File: src/rtl/ship_input_ctrl.sv
// ship_input_ctrl: button synchronise/debounce front end, IDLE/PLAY/OVER game
// FSM, frame-gated 16-step spaceship angle and weapon selection.
// Optional feature macro: AUTO_REPEAT_EN (hold-to-repeat on the rotate buttons).
module ship_input_ctrl #(
   parameter int DEBOUNCE_CYCLES = 252000,
   parameter int NUM_WEAPONS     = 2,
   parameter int REPEAT_DELAY    = 7552500,
   parameter int REPEAT_PERIOD   = 2517500
) (
   input  logic       CLK,
   input  logic       RESET,
   input  logic       Rotate_CW,
   input  logic       Rotate_CCW,
   input  logic       Weapon_switch,
   input  logic       Interaction,
   input  logic       frame_start,
   input  logic       game_over,
   output logic [3:0] ss_state,
   output logic [1:0] weapon,
   output logic [1:0] game_state,
   output logic       score_clear
);

   typedef enum logic [1:0] {
      S_IDLE = 2'b00,
      S_PLAY = 2'b01,
      S_OVER = 2'b10
   } state_t;

   localparam int              CNT_W    = $clog2(DEBOUNCE_CYCLES);
   localparam logic [CNT_W-1:0] CNT_MAX = CNT_W'(DEBOUNCE_CYCLES - 1);
   localparam logic [1:0]      WPN_LAST = 2'(NUM_WEAPONS - 1);

   // Clamp a queued rotation to the +/-3 range of the 3-bit pending register.
   function automatic logic signed [2:0] sat3(input logic signed [3:0] v);
      if (v > 4'sd3)
         return 3'sd3;
      else if (v < -4'sd3)
         return -3'sd3;
      else
         return v[2:0];
   endfunction

   // Button bit order: 0 CW, 1 CCW, 2 weapon, 3 interaction (raw, active-low).
   logic [3:0]       w_btn_n;
   logic [3:0]       w_lvl;
   logic [3:0]       r_sync1, r_sync2;
   logic [3:0]       r_acc, r_acc_d, r_press;
   logic [CNT_W-1:0] r_cnt [4];

   assign w_btn_n = {Interaction, Weapon_switch, Rotate_CCW, Rotate_CW};
   assign w_lvl   = ~r_sync2;

   // Synchronise, debounce and edge-detect each button into a 1-cycle press pulse.
   always_ff @(posedge CLK) begin
      if (RESET) begin
         r_sync1 <= '1;
         r_sync2 <= '1;
         r_acc   <= '0;
         r_acc_d <= '0;
         r_press <= '0;
         for (int i = 0; i < 4; i++) r_cnt[i] <= '0;
      end else begin
         r_sync1 <= w_btn_n;
         r_sync2 <= r_sync1;
         r_acc_d <= r_acc;
         r_press <= r_acc & ~r_acc_d;
         for (int i = 0; i < 4; i++) begin
            if (w_lvl[i] != r_acc[i]) begin
               if (r_cnt[i] == CNT_MAX) begin
                  r_acc[i] <= w_lvl[i];
                  r_cnt[i] <= '0;
               end else begin
                  r_cnt[i] <= r_cnt[i] + 1'b1;
               end
            end else begin
               r_cnt[i] <= '0;
            end
         end
      end
   end

   state_t            r_state, w_state_n;
   logic [3:0]        r_ss, w_ss_n;
   logic [1:0]        r_weapon, w_weapon_n;
   logic signed [2:0] r_pending, w_pending_n, w_pend_sat;
   logic              r_score_clear, w_score_clear_n;
   logic              w_state_chg;
   logic [1:0]        w_rep;
   logic              w_cw, w_ccw, w_wpn, w_int;
   logic signed [3:0] w_delta;

   assign w_state_chg = (r_state != w_state_n);

`ifdef AUTO_REPEAT_EN
   localparam int REP_MAX = (REPEAT_DELAY > REPEAT_PERIOD) ? REPEAT_DELAY : REPEAT_PERIOD;
   localparam int REP_W   = $clog2(REP_MAX) + 1;

   logic [REP_W-1:0] r_rep_cnt [2];
   logic [1:0]       r_rep_armed;
   logic [1:0]       r_rep_pulse;

   // While a rotate button stays pressed in PLAY, emit extra press pulses:
   // first after REPEAT_DELAY, then every REPEAT_PERIOD.
   always_ff @(posedge CLK) begin
      if (RESET) begin
         r_rep_armed <= '0;
         r_rep_pulse <= '0;
         for (int i = 0; i < 2; i++) r_rep_cnt[i] <= '0;
      end else begin
         for (int i = 0; i < 2; i++) begin
            r_rep_pulse[i] <= 1'b0;
            if (!r_acc[i] || r_state != S_PLAY || w_state_chg) begin
               r_rep_cnt[i]   <= '0;
               r_rep_armed[i] <= 1'b0;
            end else if (!r_rep_armed[i] && r_rep_cnt[i] == REP_W'(REPEAT_DELAY - 1)) begin
               r_rep_pulse[i] <= 1'b1;
               r_rep_armed[i] <= 1'b1;
               r_rep_cnt[i]   <= '0;
            end else if (r_rep_armed[i] && r_rep_cnt[i] == REP_W'(REPEAT_PERIOD - 1)) begin
               r_rep_pulse[i] <= 1'b1;
               r_rep_cnt[i]   <= '0;
            end else begin
               r_rep_cnt[i] <= r_rep_cnt[i] + 1'b1;
            end
         end
      end
   end

   assign w_rep = r_rep_pulse;
`else
   logic w_unused_rep;
   assign w_unused_rep = ^{32'(REPEAT_DELAY), 32'(REPEAT_PERIOD), w_state_chg};
   assign w_rep        = 2'b00;
`endif

   assign w_cw  = r_press[0] | w_rep[0];
   assign w_ccw = r_press[1] | w_rep[1];
   assign w_wpn = r_press[2];
   assign w_int = r_press[3];

   // Net rotation this cycle; simultaneous CW and CCW cancel.
   always_comb begin
      w_delta = 4'sd0;
      if (w_ccw && !w_cw)
         w_delta = 4'sd1;
      else if (w_cw && !w_ccw)
         w_delta = -4'sd1;
   end

   assign w_pend_sat = sat3($signed({r_pending[2], r_pending}) + w_delta);

   // Game FSM and state registers.
   always_ff @(posedge CLK) begin
      if (RESET) begin
         r_state       <= S_IDLE;
         r_ss          <= '0;
         r_weapon      <= '0;
         r_pending     <= '0;
         r_score_clear <= 1'b0;
      end else begin
         r_state       <= w_state_n;
         r_ss          <= w_ss_n;
         r_weapon      <= w_weapon_n;
         r_pending     <= w_pending_n;
         r_score_clear <= w_score_clear_n;
      end
   end

   // Next-state logic: start/restart, queued rotation, frame-gated angle, weapon.
   always_comb begin
      w_state_n       = r_state;
      w_ss_n          = r_ss;
      w_weapon_n      = r_weapon;
      w_pending_n     = r_pending;
      w_score_clear_n = 1'b0;
      case (r_state)
         S_IDLE, S_OVER: begin
            if (w_int) begin
               w_state_n       = S_PLAY;
               w_score_clear_n = 1'b1;
               w_ss_n          = '0;
               w_weapon_n      = '0;
               w_pending_n     = '0;
            end
         end
         S_PLAY: begin
            if (game_over) begin
               w_state_n   = S_OVER;
               w_pending_n = '0;
            end else begin
               if (frame_start) begin
                  w_ss_n      = r_ss + {w_pend_sat[2], w_pend_sat};
                  w_pending_n = '0;
               end else begin
                  w_pending_n = w_pend_sat;
               end
               if (w_wpn)
                  w_weapon_n = (r_weapon == WPN_LAST) ? 2'd0 : r_weapon + 2'd1;
            end
         end
         default: w_state_n = S_IDLE;
      endcase
   end

   assign ss_state    = r_ss;
   assign weapon      = r_weapon;
   assign game_state  = r_state;
   assign score_clear = r_score_clear;

endmodule
File: config.mk
export PLATFORM = sky130hd
export DESIGN_NAME = ship_input_ctrl
export DESIGN_NICKNAME = d
export VERILOG_FILES = /design/src/rtl/ship_input_ctrl.sv
export SDC_FILE = /design/constraint.sdc
export NUM_CORES = 1
export LEC_CHECK = 0
export CAP_MARGIN = 20
export CELL_PAD_IN_SITES_DETAIL_PLACEMENT = 1
export CELL_PAD_IN_SITES_GLOBAL_PLACEMENT = 2
export CORE_ASPECT_RATIO = 1.5
export CORE_MARGIN = 2
export CORE_UTILIZATION = 44
export DETAILED_ROUTE_END_ITERATION = 12
export PLACE_DENSITY = 0.95
export SETUP_SLACK_MARGIN = 0.15
export SKIP_LAST_GASP = 1
export SLEW_MARGIN = 30
export SYNTH_ARGS = -nofsm -noshare
export SYNTH_HDL_FRONTEND = slang
export SYNTH_SLANG_ARGS = --single-unit
File: constraint.sdc
create_clock -name CLK -period 6.92 [get_ports CLK]
set_input_delay 1.384 -clock CLK [delete_from_list [all_inputs] [get_ports CLK]]
set_output_delay 1.384 -clock CLK [all_outputs]
set_load 0.05 [all_outputs]
Word-level counts from Yosys, hierarchy flattened
Memory sizes are Yosys's and may differ from the RTL's.
Cells that the tools add are included.
- flip-flop bits (word level): 32
- RAM bits: 72
- input port bits: 8
- logic and storage cells: 150
- memories kept: 1
- memory list (memory ; depth ; bits a word ; rd ports ; clocked after memory_dff ; wr ports ; line ; text):
    r_cnt ; 4 ; 18 ; 4 ; 0 ; 4 ; 49 ; logic [CNT_W-1:0] r_cnt [4];
- $add $sub $neg: 7
- $lt $le $gt $ge: 2
- equal/unequal tests: 16
- muxes and demuxes: 79
- bitwise gates (word level): 16
- reductions and logical operators: 16
- operators with widths (cell ; number):
    $mux 18 ; 12
    $add 18x1->18 const B ; 4
    $eq 18x18->1 const B ; 4
    $mux 1 ; 47
    $mux 4 ; 5
    $mux 3 ; 5
    $mux 2 ; 6
    $or 1x1->1 ; 12
    $reduce_and 2->1 ; 6
    $ne 2x2->1 const B ; 5
    $not 4->4 ; 2
    $pmux 2 s2 ; 2
    $pmux 4 s2 ; 1
    $reduce_and 4->1 ; 2
    $pmux 3 s2 ; 1
    $add 3x4->4 ; 1
    $add 4x4->4 ; 1
    $and 4x4->4 ; 1
    $eq 2x1->1 const B ; 2
    $gt 4x3->1 const B ; 1
    $lt 4x3->1 const B ; 1
    $ne 1x1->1 ; 4
    $reduce_or 2->1 ; 2
    $add 2x1->2 const B ; 1
    6 further kinds ; 8

Logic depth before layout (Yosys ltp)
Gate-level depths: netlist of run 1.
- word-level depth: 12
- depth in mapped cells: 17
- mapped depth without buffers: 17

Worst setup path before layout of run 1
OpenSTA, ideal clock, no wires.
- kind: flip-flop to flip-flop
- start: register r_press[1]
- end: register r_ss[3], in the netlist ss_state[3]
- data arrival time: 2.857 ns
- data required time: 6.856 ns
- path slack: 3.999 ns
- stages on the path, launching flop included: 16
- cells stage by stage: dfxtp_1 > inv_1 > ha_1 > inv_1 > ha_1 > nor3_1 > a21oi_1 > o21ai_2 > o21a_1 > inv_1 > ha_1 > a21o_1 > a21oi_1 > or3b_1 > mux2_4 > nand4_2
- longest elaborated chain between the ends: 12
- ends and longest elaborated chain (what ; line ; text):
    start: declaration ; 48 ; logic [3:0] r_acc, r_acc_d, r_press;
    start signal: assignment ; 67 ; r_press <= r_acc & ~r_acc_d;
    $logic_not 1->1 ; 147 ; else if (w_cw && !w_ccw)
    $logic_and 1x1->1 ; 147 ;
    $mux 4 ; 147 ;
    $mux 4 * ; 145 ; if (w_ccw && !w_cw)
    $add 3x4->4 * ; 151 ; assign w_pend_sat = sat3($signed({r_pending[2], r_pending}) + w_delta);
    $lt 4x3->1 ; 38 ; else if (v < -4'sd3)
    $mux 3 ; 38 ;
    $mux 3 * ; 36 ; if (v > 4'sd3)
    $add 4x4->4 * ; 193 ; w_ss_n = r_ss + {w_pend_sat[2], w_pend_sat};
    $mux 4 * ; 192 ; if (frame_start) begin
    $mux 4 * ; 188 ; if (game_over) begin
    $pmux 4 s2 * ; 177 ; case (r_state)
    end signal: assignment ; 163 ; r_ss <= w_ss_n;
    end: declaration ; 84 ; logic [3:0] r_ss, w_ss_n;
Mark *: on every way between the ends. The rest lies on a longest branch, timed or not. The select of a mux whose other input is x is not followed.
A chain may end at the register's enable or synchronous reset.

Worst setup path after layout of run 1
Ends and elaborated chain as after synthesis.

==> results.md, run 1 <==
* Sequential area share after synthesis at 0.538
* Total power at 1.29 mW
* Dominant synthesized flop cell: edfxtp_1
* H-Tree Level Count at 3
* Ports at 17
* Worst Skew at 0.00635 ns
* M1 WL at 4170 um
* Router iterations before antenna repair at 4
* Core Box Area at 11500 sq um
* Post-route worst setup slack at 3.54 ns
* Starting Density at 0.451
* TNS Setup at 0 ns
* CP Capture Type: flop
* Vias in the first global route at 4073
* Worst hold slack at 0.383 ns
* # port buffers at 16
* Post-route DRC at 0
* Critical path required time at 7.21 ns
* Final Hold Fails at 0
* Clock Latency Late Sink at 0.35 ns
* Worst Path Arrival at 3.67 ns
* Routed Wire Length at 10500 um
* Max-slew violation total from the final report at 0
* Startpoint Class: flop
* Worst slew pin tran at 0.775 ns
* Mean area per synthesized cell at 10.4 sq um
* Crit Path Max Fanout at 7
* Area Growth Syn to Fin at 17.1%
* WL/cell at 14.2 um
* Met3 WL post-DR at 155 um
* Slowest cell delay on critical path at 0.38 ns
* Final antenna-violating net count at 0
* Power per cell area at 212 nW/um^2
* Initial antenna violation count at 0
* GRT Total Usage at 0.184
* FFs w/ async S/R, synth at 0
* Critical path class: flop to flop
* Flops & latches, synth at 104
* Share of cells above drive strength 1 at 0.0541
* Status: complete, no violations
* First-pass GRT wire length at 18500 um
* YS warnings at 0
* GRT Residual Overflow at 0
* # diodes at 0
* Hold crit path type: flop to flop
* Worst-path clk slew at 0.07 ns
* Max cap viols at 0
* Setup WS pre-CTS at 3.54 ns
* Synth Instances at 500
* GP Congestion at 0.747
* Achievable Freq at 0.296 GHz
* Die H at 137 um
* Die Area at 12700 sq um
* CTS Hold Bufs at 0
* Die Wd at 92.8 um
* DR vias/cell at 5.00
* Synthesized cell area at 5200 sq um
* DP HPWL at 7700 um
* CP max-delay cell: or3b_1
* Peak supply drop at 0.000154 V
* Relative slew margins at 0.480
* Nets at 607
* Leak at 2.23 nW
* Largest net degree at the start of global routing at 36
* Crit-path most repeated cell: ha_1
* Tmin final at 3.38 ns
* Root buffer cell: clkbuf_16
* Final setup viols at 0
* Leading cell type in the layout, fill and taps excluded: nor2_1
* CP cell instances: inv_1 -> ha_1 -> inv_1 -> ha_1 -> nor3_1 -> a21oi_1 -> o21ai_2 -> mux2i_1 -> nand2b_1 -> ha_1 -> a21o_1 -> a21oi_1 -> or3b_1 -> mux2_4 -> nand4_2
* Cts bufs inserted at 9
* # fillers at 1331
* Post-CTS setup buffers at 0
* Vias at 3707
* Clock tree sinks at 104
* Wire length on met2 at 5980 um
* Fin crit share at 0.488
* CTS resizes at 0
* Starting DRT DRC Count at 126
* Worst-case clock buffer depth at 2
* TritonCTS clock tree: built
* FP Rows at 48
* Number of synthesized flops with an enable pin at 72
* Commonest non-fill, non-tap cells in the layout: nor2_1, edfxtp_1, conb_1
* Unrepaired setup endpoints after global routing: no
* Netlist cell types at 52
* Highest metal used: met4
==> layer usage <==
layer,up-vias,global-route usage
met5,-,0
met4,0,0.0866
met3,14,0.0263
met2,24,0.353
met1,1834,0.196
li1,1835,-
==> cell families (layout without fill, tap and decap cells) <==
family / Yosys count / in the layout / synth area share
AOI/OAI and AO/OA: 22 / 22 / 0.0279
and+or+nand+nor: 259 / 259 / 0.253
other: 1 / 72 / 0.000720
muxes: 2 / 2 / 0.00481
xor gates and xnor gates: 73 / 73 / 0.123
DFF: 104 / 104 / 0.538
adders and majority gates: 12 / 12 / 0.0303
buffers and inverters: 27 / 48 / 0.0221
==> sequential cells by signal, summed over array words and instances (netlist names), 3 cells and up <==
name and cells:
r_acc 4, r_acc_d 4, r_cnt 72, r_pending 3, r_press 4, r_sync1 4, r_sync2 4, ss_state 4
==> cells in the mapped netlist (2+ instances only) <==
cell type  number  area (sq um)
xor2_1         46           403
and2_1          2          12.5
nor2_1        101           379
nand4_1        15          93.8
nand3_1        29           145
a32oi_1         2          17.5
nor4_1          2          12.5
or2_1           4          25.0
a21oi_1         8          40.0
a211oi_1        4          30.0
and3_1         12          75.1
nor3b_1         2          15.0
edfxtp_1       72          2160
ha_1           11           138
nand2b_1        7          43.8
buf_2           5          25.0
nor4b_1         7          61.3
inv_1          15          56.3
nor2b_1         9          56.3
nor3_1         12          60.1
and4_1          5          43.8
or2_2           8          50.1
nand3b_1        2          15.0
nand2_1        31           116
clkbuf_1        5          18.8
xnor2_1        27           236
dfxtp_1        32           641
==> power breakdown <==
group	total, mW	switching [mW]	internal, mW
Clock	0.541	0.219	0.321
Combinational	0.0476	0.0275	0.0201
Sequential	0.705	0.0203	0.685
==> metrics by stage <==
step,area (sq um),util,instances
after floorplan,5470,-,571
after global placement,5770,0.500,726
after detailed placement,5770,0.500,726
after CTS,6090,0.529,742
after global routing,6090,0.529,742
final,6090,0.529,742
==> path summary, 6_finish.rpt <==
check                      to  slack [ns]  cells past startpoint       start
hold reg to reg    r_press[3]        0.38                      1  r_acc_d[3]
hold / removal     r_press[3]        0.38                      1  r_acc_d[3]
setup / recovery  ss_state[3]        3.54                     15  r_press[1]
setup reg to reg  ss_state[3]        3.54                     15  r_press[1]
==> critical path: cells and delay by family (launching register included) <==
| kind | cells | cell delay [ns] |
|---|---|---|
| adder cells (fa/ha/maj) | 3 | 0.68 |
| buffers and inverters | 2 | 0.10 |
| flip-flops | 1 | 0.33 |
| multiplexers | 2 | 0.56 |
| AO/OA/AOI/OAI | 4 | 0.89 |
| AND/OR/NAND/NOR | 4 | 0.77 |
==> cell type report <==
class	count	area [sq um]	area share
sequential	104	2800	0.460
inverter	15	56.3	0.00924
clock buffer	12	278	0.0456
tap	150	188	0.0308
clock inverter	4	48.8	0.00801
multi-input combinational	440	2550	0.419
timing repair buffer	17	168	0.0275
Power figures use the tool's default switching activity.
==> run 2: changes to the inputs <==
--- a/config.mk
+++ b/config.mk
@@ -10,9 +10,9 @@
 export CELL_PAD_IN_SITES_GLOBAL_PLACEMENT = 2
 export CORE_ASPECT_RATIO = 1.5
 export CORE_MARGIN = 2
-export CORE_UTILIZATION = 44
+export CORE_UTILIZATION = 41
 export DETAILED_ROUTE_END_ITERATION = 12
-export PLACE_DENSITY = 0.95
+export PLACE_DENSITY = 0.9
 export SETUP_SLACK_MARGIN = 0.15
 export SKIP_LAST_GASP = 1
 export SLEW_MARGIN = 30
==> constraint.sdc (replaced) <==
create_clock -name CLK -period 3.22 [get_ports CLK]
set_input_delay 0.644 -clock CLK [delete_from_list [all_inputs] [get_ports CLK]]
set_output_delay 0.644 -clock CLK [all_outputs]
set_load 0.05 [all_outputs]
==> run 2 against run 1 <==
Net effect: setup slack worse by 3.3 ns; combinational power is 120% higher; utilization is 3.2 points lower; hold slack worse by 0.0073 ns; cell area is 1.4% higher; sequential share of layout area is 0.60 points lower; clock power is 90% higher; count of clock-buffer cells in the layout is 2 higher; die area is 7.0% higher; sequential power is 110% higher; largest cell class unchanged; largest power group unchanged.
==> results.md, run 2 (same netlist as run 1, synthesis figures left out) <==
* Achievable Freq at 0.341 GHz
* Leading cell type in the layout, fill and taps excluded: nor2_1
* Router iterations before antenna repair at 4
* Die Wd at 96.0 um
* Final antenna-violating net count at 0
* GP Congestion at 0.739
* Final setup viols at 0
* Reg area at 2810 sq um
* Hold crit path type: flop to flop
* Unrepaired setup endpoints after global routing: yes
* Vias in the first global route at 3897
* Critical path class: flop to flop
* Max-slew violation total from the final report at 0
* Commonest non-fill, non-tap cells in the layout: nor2_1, edfxtp_1, conb_1
* Slowest cell delay on critical path at 0.35 ns
* Leak at 2.23 nW
* Worst Path Arrival at 3.21 ns
* Ports at 17
* TritonCTS clock tree: built
* Worst-case clock buffer depth at 2
* Die H at 142 um
* Clock tree sinks at 104
* CP Capture Type: flop
* Initial antenna violation count at 0
* Cell family with most CP delay: adder cells
* CP max-delay cell: or3b_1
* Max cap viols at 0
* WL/cell at 13.4 um
* Starting DRT DRC Count at 90
* Area of the multi-input gates at 2640 sq um
* Final Hold Fails at 0
* Cts bufs inserted at 9
* FP Rows at 50
* TNS Setup at 0 ns
* Largest net degree at the start of global routing at 17
* Vias at 3658
* Worst slew pin tran at 0.726 ns
* Finished Core Util at 0.496
* Clock Latency Late Sink at 0.34 ns
* Worst-path clk slew at 0.07 ns
* Core Box Area at 12400 sq um
* Crit Path Max Fanout at 3
* Root buffer cell: clkbuf_16
* Post-route DRC at 0
* Total power at 2.65 mW
* First-pass GRT wire length at 17200 um
* DP HPWL at 7460 um
* Peak supply drop at 0.000261 V
* # diodes at 0
* Critical path required time at 3.50 ns
* Power per cell area at 428 nW/um^2
* Relative slew margins at 0.512
* Status: complete, no violations
* Area Growth Syn to Fin at 18.8%
* Starting Density at 0.418
* GRT Residual Overflow at 0
* # port buffers at 16
* Worst Skew at 0.00509 ns
* H-Tree Level Count at 3
* Routed Wire Length at 10100 um
* Buf+Inv Stages, Crit Path at 3
* Share of cells above drive strength 1 at 0.0838
* Max reg flops at 72
* Crit-path most repeated cell: ha_4
* Tmin final at 2.93 ns
* GRT Total Usage at 0.160
* Fin crit share at 0.910
* Worst hold slack at 0.376 ns
* Largest Register: r_cnt
* Startpoint Class: flop
* DR vias/cell at 4.86
* # fillers at 1438
* Nets at 612
* Die Area at 13600 sq um
* CP cell instances: inv_2 -> ha_4 -> inv_2 -> ha_4 -> ha_4 -> a21oi_4 -> xnor2_2 -> nor2_1 -> o21a_1 -> inv_1 -> ha_1 -> a21o_1 -> a21oi_2 -> or3b_1 -> mux2_4 -> nand4_2
[run 2: worst reg2reg max path, delay by kind of cell (launching register included)]
family                     cells  cell delay (ns)
AOI/OAI and AO/OA              4             0.65
xor gates and xnor gates       1             0.09
adders and majority gates      4             0.85
buffers and inverters          3             0.14
DFF                            1             0.32
muxes                          1             0.27
and+or+nand+nor                3             0.55
[run 2: stage by stage]
step	cells	cell area, sq um	worst slack [ns]
2_1_floorplan	571	5470	0.299
3_3_place_gp	735	5800	0.178
3_5_place_dp	735	5800	0.0474
4_1_cts	752	6090	0.152
5_1_grt	753	6180	0.105
6_report	753	6180	0.290
[run 2: cell type report]
type / instances / area share
inverters: 15 / 0.00911
well taps: 156 / 0.0316
repair buffers: 22 / 0.0332
multi-input cells: 440 / 0.428
clock buffers: 14 / 0.0421
clock inverters: 2 / 0.00263
flip-flops and latches: 104 / 0.454
[run 2: final timing paths]
| check | from | to | slack (ns) | depth (start not counted) |
|---|---|---|---|---|
| worst max-delay path | r_press[1] | ss_state[3] | 0.29 | 16 |
| worst min-delay path | r_acc_d[1] | r_press[1] | 0.38 | 1 |
| worst min register to register | r_acc_d[1] | r_press[1] | 0.38 | 1 |
| worst max register to register | r_press[1] | ss_state[3] | 0.29 | 16 |
[run 2: layer usage]
metal  vias up  GRT usage  routed length, um
met2        17      0.289               5490
met3        13     0.0191                116
met1      1788      0.183               4250
met5         -          0                  0
met4         0     0.0752                223
li1       1840          -                  -
[run 2: report_power, final]
part,switching [mW],internal (mW),total (mW)
clock network,0.467,0.563,1.03
logic,0.0583,0.0446,0.103
registers,0.0423,1.47,1.51
total,0.568,2.08,2.65
[run 2: repair_timing]
item	in CTS	in global routing
hold endpoints to repair	0	0
gates cloned	0	0
pin swaps	2	6
buffers inserted	1	1
setup endpoints to repair	1	2
hold buffers	0	0
resized for setup	1	17
